==> src/rtl/alu_redundancy_sched.sv <==
// Time-redundant scheduler: round-robin grants one of two requesters to a shared ALU,
// runs the operation REPS times back to back and returns a bitwise-majority-voted response.
module alu_redundancy_sched #(
  parameter int WIDTH = 32,
  parameter int REPS  = 3,
  parameter int CNT_W = 8
) (
  input  logic             clk,
  input  logic             reset,
  input  logic             req0_valid,
  output logic             req0_ready,
  input  logic [WIDTH-1:0] req0_a,
  input  logic [WIDTH-1:0] req0_b,
  input  logic [2:0]       req0_cont,
  input  logic             req1_valid,
  output logic             req1_ready,
  input  logic [WIDTH-1:0] req1_a,
  input  logic [WIDTH-1:0] req1_b,
  input  logic [2:0]       req1_cont,
  output logic [WIDTH-1:0] alu_a,
  output logic [WIDTH-1:0] alu_b,
  output logic [2:0]       alu_cont,
  input  logic [WIDTH-1:0] alu_result,
  input  logic             alu_zero,
  output logic             rsp_valid,
  input  logic             rsp_ready,
  output logic             rsp_id,
  output logic [WIDTH-1:0] rsp_result,
  output logic             rsp_zero,
  output logic             rsp_fault,
  output logic             rsp_error,
  output logic [CNT_W-1:0] fault_count
);
  localparam int REP_W = $clog2(REPS);
  localparam int VC_W  = $clog2(REPS + 1);
  localparam logic [REP_W-1:0] LAST_REP = REP_W'(REPS - 1);
  localparam logic [VC_W-1:0]  HALF     = VC_W'(REPS / 2);

  typedef enum logic [1:0] {IDLE, EXEC, VOTE, RESP} state_t;

  state_t state, state_nxt;
  logic [REP_W-1:0] rep;
  logic             last;      // requester granted most recently
  logic             cap_id;
  logic             grant, grant_id;
  logic [REPS-1:0][WIDTH-1:0] samp_res;
  logic [REPS-1:0]  samp_zero;
  logic [REPS-1:0]  col;
  logic [WIDTH-1:0] vote_res;
  logic             vote_zero, vote_fault, vote_error;

  function automatic logic maj(input logic [REPS-1:0] bits);
    logic [VC_W-1:0] ones;
    ones = '0;
    for (int i = 0; i < REPS; i++) ones = ones + VC_W'(bits[i]);
    return ones > HALF;
  endfunction

  // When both request, the one not granted last wins
  always_comb begin
    grant_id   = (req0_valid && req1_valid) ? ~last : req1_valid;
    grant      = (state == IDLE) && (req0_valid || req1_valid);
    req0_ready = grant && !grant_id;
    req1_ready = grant && grant_id;
  end

  always_comb begin
    state_nxt = state;
    rsp_valid = 1'b0;
    case (state)
      IDLE: if (grant) state_nxt = EXEC;
      EXEC: if (rep == LAST_REP) state_nxt = VOTE;
      VOTE: state_nxt = RESP;
      RESP: begin
        rsp_valid = 1'b1;
        if (rsp_ready) state_nxt = IDLE;
      end
      default: state_nxt = IDLE;
    endcase
  end

  always_comb begin
    vote_res = '0;
    col      = '0;
    for (int b = 0; b < WIDTH; b++) begin
      for (int i = 0; i < REPS; i++) col[i] = samp_res[i][b];
      vote_res[b] = maj(col);
    end
    vote_zero  = maj(samp_zero);
    vote_fault = 1'b0;
    vote_error = 1'b1;
    for (int i = 0; i < REPS; i++) begin
      if (samp_res[i] != vote_res || samp_zero[i] != vote_zero) vote_fault = 1'b1;
      if (samp_res[i] == vote_res) vote_error = 1'b0;
    end
  end

  always_ff @(posedge clk or posedge reset) begin
    if (reset) begin
      state       <= IDLE;
      rep         <= '0;
      last        <= 1'b1;
      cap_id      <= 1'b0;
      alu_a       <= '0;
      alu_b       <= '0;
      alu_cont    <= '0;
      samp_res    <= '0;
      samp_zero   <= '0;
      rsp_id      <= 1'b0;
      rsp_result  <= '0;
      rsp_zero    <= 1'b0;
      rsp_fault   <= 1'b0;
      rsp_error   <= 1'b0;
      fault_count <= '0;
    end else begin
      state <= state_nxt;
      case (state)
        IDLE: if (grant) begin
          alu_a    <= grant_id ? req1_a : req0_a;
          alu_b    <= grant_id ? req1_b : req0_b;
          alu_cont <= grant_id ? req1_cont : req0_cont;
          cap_id   <= grant_id;
          last     <= grant_id;
          rep      <= '0;
        end
        EXEC: begin
          for (int i = 0; i < REPS; i++)
            if (rep == REP_W'(i)) begin
              samp_res[i]  <= alu_result;
              samp_zero[i] <= alu_zero;
            end
          rep <= rep + 1'b1;
        end
        VOTE: begin
          rsp_id     <= cap_id;
          rsp_result <= vote_res;
          rsp_zero   <= vote_zero;
          rsp_fault  <= vote_fault;
          rsp_error  <= vote_error;
          if (vote_fault && fault_count != '1) fault_count <= fault_count + 1'b1;
        end
        default: ;
      endcase
    end
  end
endmodule
==> config.mk <==
export PLATFORM = sky130hd
export DESIGN_NAME = alu_redundancy_sched
export DESIGN_NICKNAME = d
export VERILOG_FILES = /design/src/rtl/alu_redundancy_sched.sv
export SDC_FILE = /design/constraint.sdc
export NUM_CORES = 1
export LEC_CHECK = 0
export ABC_AREA = 1
export BUFFER_PORTS_ARGS = -buffer_cell sky130_fd_sc_hd__buf_2
export CAP_MARGIN = 20
export CORE_ASPECT_RATIO = 1.2
export CORE_MARGIN = 1
export CORE_UTILIZATION = 25
export DETAILED_ROUTE_END_ITERATION = 8
export GPL_TIMING_DRIVEN = 0
export HOLD_SLACK_MARGIN = 0.15
export PLACE_DENSITY_LB_ADDON = 0.15
export SLEW_MARGIN = 15
export SYNTH_ARGS = -nofsm -noshare
export SYNTH_HDL_FRONTEND = slang
export SYNTH_SLANG_ARGS = --single-unit
==> constraint.sdc <==
create_clock -name clk -period 7.9 [get_ports clk]
set_input_delay 0.79 -clock clk [delete_from_list [all_inputs] [get_ports clk]]
set_output_delay 0.79 -clock clk [all_outputs]
set_load 0.005 [all_outputs]
; Yosys cells after proc, flatten, opt, wreduce, memory -nomap -nowiden
; Index checks and enable logic that the tools add are counted.
; W data, S select, Z words.
[classes]
add_sub_neg = 68
multipliers = 0
n_div = 0
order_cmp = 33
n_eq_ne = 18
shift = 0
n_mux = 17
n_bitwise = 1
reduce_logical = 20
[ops]
columns = cell, n
row1 = $eq A32 B32 Y1, 3
row2 = $ne A32 B32 Y1, 3
row3 = $add A1 B1 Y2, 33
row4 = $add A2 B1 Y2, 33
row5 = $gt A2 B1 Y1 const B, 33
row6 = $mux W32, 2
row7 = $reduce_and A2 Y1, 6
row8 = $add A8 B1 Y8 const B, 1
row9 = $mux W1, 8
row10 = $mux W2, 4
row11 = $ne A8 B8 Y1 const B, 1
row12 = $pmux W2 S4, 1
row13 = $eq A2 B2 Y1 const B, 3
row14 = $ne A2 B2 Y1 const B, 3
row15 = $logic_and A1 B1 Y1, 5
row16 = $eq A2 B1 Y1 const B, 2
row17 = $logic_not A2 Y1, 2
row18 = $logic_or A1 B1 Y1, 4
row19 = $pmux W2 S2, 1
row20 = $mux W3, 1
row21 = $ne A1 B1 Y1, 3
row22 = $reduce_and A3 Y1, 1
row23 = $add A2 B1 Y2 const B, 1
row24 = $reduce_bool A2 Y1, 1
row25 = other kinds (2), 2
[totals]
ff_bits = 216
latch_bits = 0
ramBits = 0
mem_bits_ro = 0
input_bits = 172
wordCells = 176
memories = 0

; Depth between registers and ports, before layout
[depth]
ltp_word = 10
mapped_depth = 16
ltp_nobuf = 16

; Worst setup path after synthesis
; Ideal clock, no wire load.
[synth_path]
kind = input port to output port
startpoint = input port req1_valid
endpoint = output port req0_ready
arrival_time_ns = 1.454
required_ns = 7.110
setup_slack_ns = 5.656
cell_stages = 5
path_cell_list = o21ai_1 -> inv_1 -> nand2_1 -> inv_2 -> clkbuf_1
[synth_via]
elab_chain_len = 4
[synth_lines]
columns = item, line
row1 = from (decl), 15  ; input logic req1_valid,
row2 = $logic_and A1 B1 Y1, 61  ; grant_id = (req0_valid && req1_valid) ? ~last : req1_valid;
row3 = $mux W1, 61
row4 = $logic_not A1 Y1, 63  ; req0_ready = grant && !grant_id;
row5 = $logic_and A1 B1 Y1 (*), 63
row6 = to (decl), 11  ; output logic req0_ready,
; Every way passes the cells marked *; elsewhere a longest branch is shown, timed or not.

; Final worst setup path
[layout_path]
startpoint = register state[0]
endpoint = output port req1_ready
[layout_via]
elab_chain_len = 3
[layout_lines]
columns = item, line
row1 = from (decl), 41  ; state_t state, state_nxt;
row2 = from (signal assigned), 116  ; state <= state_nxt;
row3 = $logic_not A2 Y1, 62  ; grant = (state == IDLE) && (req0_valid || req1_valid);
row4 = $logic_and A1 B1 Y1, 62
row5 = $logic_and A1 B1 Y1, 64  ; req1_ready = grant && grant_id;
row6 = to (decl), 16  ; output logic req1_ready,
; No other way between the ends.

==> key figures <==
Global routing
  – Antenna violations before repair: 6
  – First-pass GRT wire length: 61,300 µm
  – Largest net degree at the start of global routing: 83
  – Grt ovf: 0
  – GRT Total Usage: 17.2%
  – Vias in the first global route: 10,800

Synthesis
  – Top_reg_cell synth: dfrtp_1
  – Fraction of the mapped netlist area in adder cells: 4.54%
  – Post-synthesis compound-gate area fraction: 6.94%
  – Area of the mapped netlist: 11,300 µm²
  – EDFF count, synth: 0
  – Post-synth ARST share: 100%
  – Synth Area in XOR/XNOR: 0.388%
  – Top cells by count, synth: nand2_1, dfrtp_1, inv_1
  – Mux contribution to synthesized area: 0%
  – Netlist cell types: 34
  – Mapped Cells: 1,474
  – Ys Warns: 0
  – Dominant cells by area after synthesis: dfrtp_1, nand2_1, o21ai_0
  – Sequential-to-total area share from yosys stat: 47.9%
  – Synth Area per Inst: 7.67 µm²
  – Synth top area share: 47.6%
  – Post-Syn Nets: 1,687
  – Top cell type by total area after synthesis: dfrtp_1
  – Synth Area in Simple Gates: 34.0%
  – Main combinational cell family by area after synthesis: simple AND/OR/NAND/NOR gates
  – Count leader, synth: nand2_1
  – Synth Register Bits: 216

Clocking
  – CTS Root Cell: clkbuf_16
  – CTS tree: yes
  – H-Tree Depth: 1
  – Hold Buf Count CTS: 0
  – Cts bufs inserted: 28
  – Clk slew on worst S/H paths: 0.06 ns
  – # resized after CTS: 0
  – Max Buffers Root-to-Sink: 3
  – Setup Fix Bufs, Post-CTS: 0
  – Clk sinks: 216
  – Clk_lat worst skew: 0.56 ns

Floorplanning
  – Top Ports: 286
  – Die ar.: 46,100 µm²
  – Initial Util: 25.5%
  – Die X: 196 µm
  – Row cnt: 84
  – Core Area: 44,200 µm²
  – Die H: 235 µm

Drt
  – Drt pass-1 iters: 5
  – DR vias: 10,600
  – Drc violations: 0
  – Post-route ant nets: 0
  – Detailed Route WL: 39,400 µm
  – DR vias/cell: 4.36
  – WL/cell: 16.3 µm
  – DR iter-0 viols: 456

Setup path
  – Crit. End Element: output pin
  – CP peak stage delay: 0.59 ns
  – CP dominant cell by count: inv_1
  – Slowest CP cell: clkbuf_1
  – CP Buf/Inv Count: 4
  – Critical Path RT: 7.11 ns
  – CP Max Fanout: 10
  – R2r setup slk: 5.47 ns
  – Setup crit start kind: flop
  – Critical path type: flop to output pin
  – Critical Path AT: 2.55 ns
  – Kind of cell adding the most delay to the critical path: buffers and inverters
  – Crit path cell chain: inv_1, ha_1, inv_1, nor2_1, clkbuf_1, buf_2

Layout
  – Layout cells sized above 1: 22.6%
  – Layout area overhead: 28.6%
  – NumNets Final: 2,004
  – Post-route cell area: 14,500 µm²
  – Filler cell count in the final layout: 4,811

Power
  – Worst-case vdd ir drop: 0.167 mV
  – Leak: 7.67 nW
  – Pwr Density: 439 nW/µm²

Timing
  – Max transition margin: 44.2%
  – Fin. Hold Viols: 0
  – Final setup vio count: 0
  – Max Slew Vio Count: 0
  – RSZ-0062 raised after global routing: false
  – WHS: 0.301 ns
  – Final Skew: 0.0143 ns
  – F_max: 299 MHz
  – Tcrit/Tclk final: 42.3%
  – Setup tns final: 0 ns
  – Worst-Margin Slew: 0.837 ns
  – Fin crit period: 3.34 ns

Placement
  – Placed cell area: 13,500 µm²
  – Buffers on Ports: 285
  – DPL Wire Length: 29,200 µm
  – Gpl congestion: 0.795

Run status
  – Status: complete, no violations

Run
  – Maxcap violations: 0

Min path
  – Hold Crit Class: input pin to asynchronous set/reset pin
## metrics by stage
| stage | power, mW | worst slack, ns | instances | util [%] |
|---|---|---|---|---|
| floorplan | 4.00 | 1.20 | 1474 | - |
| global placement | 5.02 | -2.18 | 2361 | 30.5 |
| detailed placement | 5.09 | 4.81 | 2363 | 30.6 |
| CTS | 6.49 | 4.43 | 2415 | 32.8 |
| global route | 7.02 | 4.34 | 2417 | 32.8 |
| finish | 6.37 | 4.56 | 2420 | 32.8 |
## cells by family (layout without fill, tap and decap cells)
kind of cell | count (synthesis) | after routing
simple gates | 877 | 877
flops | 216 | 216
buf+inv | 185 | 524
compound gates | 150 | 150
fa+ha+maj | 41 | 41
xor+xnor | 5 | 5
other cells | 0 | 5
## registers in the layout, summed over array words and instances, names as in the netlist
name	count
rsp_result	32
rsp_id	1
samp_zero	3
rep	2
alu_b	32
alu_cont	3
rsp_zero	1
rsp_fault	1
col	3
alu_a	32
fault_count	8
rsp_error	1
cap_id	1
samp_res	93
last	1
state	2
## layout make-up
type / count / area (µm²) / share of cell area [%]
sequential: 216 / 5410 / 37.2
buffer: 50 / 208 / 1.43
multi-input combinational: 1073 / 5180 / 35.6
clock inverter: 9 / 128 / 0.878
inverter: 135 / 514 / 3.54
clock buffer: 43 / 848 / 5.84
timing repair buffer: 287 / 1480 / 10.2
tap: 602 / 753 / 5.18
antenna: 5 / 12.5 / 0.0861
## where the power goes
group          switching [mW]  internal [mW]
Combinational            1.82           1.13
Sequential              0.419           1.65
Clock                   0.525          0.834
## per-layer routing
metal  vias up  global-route usage [%]  part of all wire, %  wire length (µm)
met1      4858                    20.3                   41             16200
li1       5343                       -                    -                 -
met3        50                    3.92                  7.0              2740
met4         0                    4.92                  2.1               842
met5         -                       0                    0                 0
met2       307                    30.7                   50             19600
## worst paths after layout
kind	start	to	depth (start not counted)
min in group clk	req0_a[28]	alu_a[28]	3
hold reg to reg	last	last	2
hold / removal	reset	rsp_result[17]	2
setup reg to reg	state[1]	samp_res[2]	6
max in group asynchronous	reset	samp_res[71]	3
setup / recovery	state[0]	req1_ready	6
## cells in the final DEF, fill, tap and decap left out, drive strengths merged, types with 6 or more instances in the layout
cell and instances:
nand2 626, buf 293, dfrtp 215, inv 135, o21ai 125, nand3 114
clkbuf 87, nor2 59, ha 41, nand3b 37, or2 25, a31oi 21
nand4 14, clkinv 6
## worst reg2reg max path, delay by kind of cell (launching register included)
family                     cells  cell delay, ns
and+or+nand+nor                1            0.15
adders and majority gates      1            0.28
buffers and inverters          3            1.29
DFF                            1            0.37
AOI/OAI and AO/OA              1            0.19
Power figures use the tool's default switching activity.
